[src/rtl/freq_meter.sv]
// Frequency meter: counts synchronized rising edges of sig_in over a 1/10/100/1000 ms gate
// and reports Hz (saturated), with running min/max of the reported values.
module freq_meter #(
  parameter int unsigned CLK_HZ      = 100_000_000,
  parameter int unsigned SYNC_STAGES = 2,
  parameter int unsigned MAX_FREQ    = 999_999
) (
  input  logic        clk,
  input  logic        rst_n,
  input  logic        sig_in,
  input  logic        enable,
  input  logic [1:0]  gate_sel,
  input  logic        clr_minmax,
  output logic [19:0] freq_hz,
  output logic        freq_valid,
  output logic        overrange,
  output logic [19:0] freq_min,
  output logic [19:0] freq_max,
  output logic        busy
);

  localparam int unsigned CYC_PER_MS = CLK_HZ / 1000;
  localparam int unsigned CYC_W      = (CYC_PER_MS > 1) ? $clog2(CYC_PER_MS) : 1;
  localparam logic [CYC_W-1:0] CYC_LAST   = CYC_W'(CYC_PER_MS - 1);
  localparam logic [23:0]      CNT_MAX    = 24'hFFFFFF;
  localparam logic [33:0]      MAX_FREQ_W = 34'(MAX_FREQ);

  typedef enum logic [0:0] {
    S_IDLE = 1'b0,
    S_GATE = 1'b1
  } state_t;

  // Index of the final millisecond for each gate setting.
  function automatic logic [9:0] ms_last(input logic [1:0] g);
    logic [9:0] v;
    case (g)
      2'b00:   v = 10'd0;
      2'b01:   v = 10'd9;
      2'b10:   v = 10'd99;
      2'b11:   v = 10'd999;
      default: v = 10'd0;
    endcase
    return v;
  endfunction

  // Count to Hz: multiply by 1000/100/10/1 using shifts and adds only.
  function automatic logic [33:0] scale(input logic [23:0] c, input logic [1:0] g);
    logic [33:0] w;
    logic [33:0] v;
    w = {10'd0, c};
    case (g)
      2'b00:   v = (w << 10) - (w << 4) - (w << 3);
      2'b01:   v = (w << 6) + (w << 5) + (w << 2);
      2'b10:   v = (w << 3) + (w << 1);
      2'b11:   v = w;
      default: v = w;
    endcase
    return v;
  endfunction

  logic [SYNC_STAGES-1:0] r_sync;
  logic                   r_sync_prev;
  logic                   r_edge;

  state_t           r_state;
  logic             r_busy;
  logic [1:0]       r_gate;
  logic [CYC_W-1:0] r_cyc;
  logic [9:0]       r_ms;
  logic [23:0]      r_edge_cnt;

  logic [23:0] r_cnt_snap;
  logic [1:0]  r_gate_snap;
  logic        r_snap_vld;
  logic [33:0] r_scaled;
  logic        r_p1_vld;

  logic [19:0] r_freq_hz;
  logic        r_freq_valid;
  logic        r_overrange;
  logic [19:0] r_min;
  logic [19:0] r_max;

  logic [23:0] w_cnt_next;
  logic        w_last;
  logic [19:0] w_new;
  logic        w_ovr;

  // Synchronizer chain and registered rising-edge pulse.
  always_ff @(posedge clk or negedge rst_n) begin
    if (!rst_n) begin
      r_sync      <= '0;
      r_sync_prev <= 1'b0;
      r_edge      <= 1'b0;
    end else begin
      r_sync      <= {r_sync[SYNC_STAGES-2:0], sig_in};
      r_sync_prev <= r_sync[SYNC_STAGES-1];
      r_edge      <= r_sync[SYNC_STAGES-1] & ~r_sync_prev;
    end
  end

  // Saturating edge count including this cycle's pulse, and end-of-window detect.
  always_comb begin
    w_cnt_next = r_edge_cnt;
    if (r_edge && (r_edge_cnt != CNT_MAX)) begin
      w_cnt_next = r_edge_cnt + 24'd1;
    end else begin
      w_cnt_next = r_edge_cnt;
    end
    w_last = (r_cyc == CYC_LAST) && (r_ms == ms_last(r_gate));
  end

  // Gate FSM: windows run back-to-back while enabled; dropping enable mid-window discards it.
  always_ff @(posedge clk or negedge rst_n) begin
    if (!rst_n) begin
      r_state     <= S_IDLE;
      r_busy      <= 1'b0;
      r_gate      <= 2'b00;
      r_cyc       <= '0;
      r_ms        <= 10'd0;
      r_edge_cnt  <= 24'd0;
      r_cnt_snap  <= 24'd0;
      r_gate_snap <= 2'b00;
      r_snap_vld  <= 1'b0;
    end else begin
      r_snap_vld <= 1'b0;
      case (r_state)
        S_IDLE: begin
          if (enable) begin
            r_gate     <= gate_sel;
            r_edge_cnt <= 24'd0;
            r_cyc      <= '0;
            r_ms       <= 10'd0;
            r_busy     <= 1'b1;
            r_state    <= S_GATE;
          end
        end
        S_GATE: begin
          if (w_last) begin
            r_cnt_snap  <= w_cnt_next;
            r_gate_snap <= r_gate;
            r_snap_vld  <= 1'b1;
            r_edge_cnt  <= 24'd0;
            r_cyc       <= '0;
            r_ms        <= 10'd0;
            if (enable) begin
              r_gate <= gate_sel;
            end else begin
              r_busy  <= 1'b0;
              r_state <= S_IDLE;
            end
          end else if (!enable) begin
            r_busy  <= 1'b0;
            r_state <= S_IDLE;
          end else begin
            r_edge_cnt <= w_cnt_next;
            if (r_cyc == CYC_LAST) begin
              r_cyc <= '0;
              r_ms  <= r_ms + 10'd1;
            end else begin
              r_cyc <= r_cyc + CYC_W'(1);
            end
          end
        end
        default: begin
          r_busy  <= 1'b0;
          r_state <= S_IDLE;
        end
      endcase
    end
  end

  // P1: scale the snapshot count to Hz.
  always_ff @(posedge clk or negedge rst_n) begin
    if (!rst_n) begin
      r_scaled <= 34'd0;
      r_p1_vld <= 1'b0;
    end else begin
      r_p1_vld <= r_snap_vld;
      if (r_snap_vld) begin
        r_scaled <= scale(r_cnt_snap, r_gate_snap);
      end
    end
  end

  // Saturation of the scaled value.
  always_comb begin
    w_new = r_scaled[19:0];
    w_ovr = 1'b0;
    if (r_scaled > MAX_FREQ_W) begin
      w_new = MAX_FREQ_W[19:0];
      w_ovr = 1'b1;
    end else begin
      w_new = r_scaled[19:0];
      w_ovr = 1'b0;
    end
  end

  // P2: publish result and update min/max; a coincident clear restarts tracking from the new value.
  always_ff @(posedge clk or negedge rst_n) begin
    if (!rst_n) begin
      r_freq_hz    <= 20'd0;
      r_freq_valid <= 1'b0;
      r_overrange  <= 1'b0;
      r_min        <= 20'hFFFFF;
      r_max        <= 20'd0;
    end else begin
      r_freq_valid <= r_p1_vld;
      if (r_p1_vld) begin
        r_freq_hz   <= w_new;
        r_overrange <= w_ovr;
        if (clr_minmax) begin
          r_min <= w_new;
          r_max <= w_new;
        end else begin
          if (w_new < r_min) r_min <= w_new;
          if (w_new > r_max) r_max <= w_new;
        end
      end else if (clr_minmax) begin
        r_min <= 20'hFFFFF;
        r_max <= 20'd0;
      end
    end
  end

  assign freq_hz    = r_freq_hz;
  assign freq_valid = r_freq_valid;
  assign overrange  = r_overrange;
  assign freq_min   = r_min;
  assign freq_max   = r_max;
  assign busy       = r_busy;

endmodule

[config.mk]
export PLATFORM = sky130hd
export DESIGN_NAME = freq_meter
export DESIGN_NICKNAME = d
export VERILOG_FILES = /design/src/rtl/freq_meter.sv
export SDC_FILE = /design/constraint.sdc
export NUM_CORES = 1
export LEC_CHECK = 0
export CAP_MARGIN = 10
export CORE_ASPECT_RATIO = 0.7
export CORE_MARGIN = 1.5
export CORE_UTILIZATION = 55
export DETAILED_ROUTE_END_ITERATION = 8
export GPL_TIMING_DRIVEN = 0
export PLACE_DENSITY = 0.71
export SYNTH_ARGS = -nofsm -noshare
export SYNTH_HDL_FRONTEND = slang
export SYNTH_SLANG_ARGS = --single-unit
[constraint.sdc]
create_clock -name clk -period 4.75 [get_ports clk]
set_clock_uncertainty 0.15 [all_clocks]
set_input_delay 1.1875 -clock clk [delete_from_list [all_inputs] [get_ports clk]]
set_output_delay 1.1875 -clock clk [all_outputs]
set_load 0.05 [all_outputs]
==> metrics.md <==
| Metric | Value |
|---|---|
| Status | finished, final reports clean |
| Startpoint Class | register |
| Register-to-register setup slack | 0.34 ns |
| Vias per inst | 6.19 |
| Vias post-DR | 13000 |
| Syn Nets | 1811 |
| Placer Congestion | 0.937 |
| Initial antenna violation count | 0 |
| Ports | 70 |
| H-tree depth | 4 |
| Worst-Skew Late Latency | 0.45 ns |
| Row count | 49 |
| Clock period minus worst slack | 4.41 ns |
| Syn Inst Count | 1634 |
| Initial core utilization | 56.3% |
| Drt wl/cell | 20.4 um |
| Fin. Hold Viols | 0 |
| Height of the die | 139 um |
| Die width | 198 um |
| Synth unique cells | 86 |
| Crit path max-delay cell type | dfrtp_1 |
| Worst Hold Class | reg -> reg |
| Fmax | 227 MHz |
| DRT iter0 DRCs | 1159 |
| Worst path max stage delay | 0.62 ns |
| Synth Warn # | 0 |
| Number of diodes | 0 |
| CP arrival | 4.58 ns |
| Avg Cell Area, Syn | 8.92 um^2 |
| Root Driver | clkbuf_16 |
| Synthesized flop and latch total | 183 |
| Vias in the first global route | 12000 |
| DRT Pass-1 Iters | 7 |
| Remaining antenna violation count | 0 |
| Clock Tree Buf Depth | 2 |
| TritonCTS Buffers | 17 |
| Synth async-reset ratio | 100% |
| IO buf count | 69 |
| Worst-path clk slew | 0.07 ns |
| Clock tree sinks | 183 |
| Hold Buf Count CTS | 0 |
| Largest net degree at the start of global routing | 109 |
| Worst-case vdd ir drop | 0.258 mV |
| Critical path class | reg -> reg |
| Final worst path period share | 92.9% |
| Max_slew headroom | 43.2% |
| Nets@finish | 1901 |
| Final Util | 63.5% |
| Synth-to-layout area growth | 12.7% |
| DR DRC count | 0 |
| Gr usage total | 31.6% |
| Critical path capture point type | register |
| Total gr overflow | 0 |
| Placed Instances | 2061 |
| Finish-stage setup viols | 0 |
| Core ar. | 0.0259 mm^2 |
| Post-synth top flop | dfrtp_1 |
| First-pass GRT wire length | 67400 um |
| Max-cap violation count | 0 |
| RSZ-0062 raised after global routing | no |
| CTS tree | done |
| Commonest cells after routing, fill and taps aside | 162 x dfrtp_1, 154 x nand2_1, 131 x ha_1, 128 x nor2_1, 110 x inv_1 |
| Post-synthesis sequential area ratio | 31.6% |
| Worst-Margin Slew | 0.849 ns |
| Layout cells sized above 1 | 6.79% |
| Critical-path cell list | fa_1, ha_1, fa_1, a211oi_1, o211ai_1, a31oi_1, a211oi_1, or3_1, a31oi_1, xor2_1, o22a_1, o22ai_1 |
| Cell Pwr Density | 200 mW/mm^2 |
| Crit-path max FO | 8 |
| Die area | 0.0275 mm^2 |
| Final WL | 42800 um |
| Cell Area, Synth | 0.0146 mm^2 |
| Dpl hpwl | 32700 um |
| Finished Layout Cells | 2094 |
| Req. time, crit path | 4.92 ns |
| Filler Cell Count | 2208 |
| EDFF count, synth | 0 |
| Pins Over Slew Limit | 0 |
| Commonest non-fill, non-tap cell in the layout | dfrtp_1 |
| Leak Pwr | 7.76 nW |
layer usage:
layer / GRT usage [%] / wire length (um) / vias to the layer above
met5: 0 / 0 / -
met4: 6.71 / 452 / 0
met3: 4.67 / 3640 / 38
met2: 44.0 / 17600 / 544
met1: 51.1 / 21000 / 6304
li1: - / - / 6074
worst max-delay path, delay by kind of cell, from the launching register on:
kind,cells,cell delay [ns]
XOR/XNOR,1,0.22
flip-flops,1,0.62
AND/OR/NAND/NOR,1,0.38
adder cells (fa/ha/maj),3,1.20
AO/OA/AOI/OAI,7,1.71
path summary, 6_finish.rpt:
check / from / to / depth (start not counted)
min reg2reg: r_sync[0] / r_sync[1] / 0
max reg2reg: r_cnt_snap[4] / r_scaled[26] / 12
max: r_cnt_snap[4] / r_scaled[26] / 12
min in group asynchronous: rst_n / r_scaled[29] / 1
max in group asynchronous: rst_n / r_cnt_snap[1] / 2
min: r_sync[0] / r_sync[1] / 0
cell type report:
class | count | area (um^2) | area share (%)
Clock buffer | 17 | 425 | 2.59
Sequential cell | 183 | 4610 | 28.1
Timing Repair Buffer | 71 | 731 | 4.45
Inverter | 112 | 420 | 2.56
Multi-Input combinational cell | 1279 | 9340 | 56.9
Tap cell | 357 | 447 | 2.72
Clock inverter | 15 | 193 | 1.17
Buffer | 60 | 254 | 1.55
per-stage QoR:
step	setup TNS, ns	setup WS (ns)	hold WS (ns)	power [mW]	cell area (um^2)
after global placement	-927.17	-5.35	0.200	1.78	15700
after CTS	0	0.0817	0.214	3.29	16400
after global routing	0	0.0448	0.226	3.37	16400
after floorplan	0	0.930	0.181	1.71	14600
after detailed placement	-0.755	-0.0723	0.188	1.79	15700
final	0	0.335	0.213	3.28	16400
report_power, final:
| part | switching [mW] | internal, mW |
|---|---|---|
| registers | 0.0188 | 1.57 |
| logic | 0.113 | 0.0524 |
| clock network | 0.676 | 0.842 |
timing repair:
item | 4_1_cts | 5_1_grt
endpoints found under the setup margin | 12 | 24
setup buffers | 0 | 1
pin swaps | 0 | 1
resized for setup | 2 | 13
endpoints found under the hold margin | 0 | 0
logic make-up after synthesis:
family | count (synthesis) | share of synthesized area, %
adder cells (fa/ha/maj) | 171 | 16.7
AND/OR/NAND/NOR | 488 | 16.0
flip-flops | 183 | 31.6
buffers and inverters | 172 | 4.61
AO/OA/AOI/OAI | 467 | 20.3
XOR/XNOR | 87 | 5.23
multiplexers | 66 | 5.60
cell usage after synthesis, types with 15 or more instances:
library cell | number | share of area (%)
a211oi_1 | 15 | 0.77
a21o_1 | 37 | 1.9
a21oi_1 | 97 | 3.3
a31oi_1 | 18 | 0.77
and3_1 | 28 | 1.2
clkbuf_1 | 41 | 1.1
dfrtp_1 | 163 | 28
dfstp_2 | 20 | 3.6
fa_1 | 39 | 5.4
ha_1 | 131 | 11
inv_1 | 110 | 2.8
mux2_1 | 17 | 1.3
mux2_2 | 17 | 1.3
mux2i_1 | 23 | 1.6
nand2_1 | 154 | 4.0
nand3_1 | 42 | 1.4
nand4_1 | 29 | 1.2
nor2_1 | 129 | 3.3
nor2b_1 | 15 | 0.64
nor3_1 | 25 | 0.86
o211ai_1 | 20 | 1.0
o21a_1 | 15 | 0.77
o21ai_0 | 65 | 2.2
o21ai_1 | 89 | 3.1
o21bai_1 | 15 | 0.77
o31ai_1 | 18 | 0.93
xnor2_1 | 52 | 3.1
xor2_1 | 35 | 2.1
registers in the layout, indices dropped and copies added, names as in the netlist:
signal,cells
freq_max,20
r_gate,2
r_state,1
r_snap_vld,1
overrange,1
freq_valid,1
r_sync,2
r_ms,10
r_cnt_snap,24
r_gate_snap,2
r_sync_prev,1
freq_hz,20
r_p1_vld,1
r_edge_cnt,24
freq_min,20
r_edge,1
r_cyc,17
r_scaled,34
busy,1
Power figures use the tool's default switching activity.
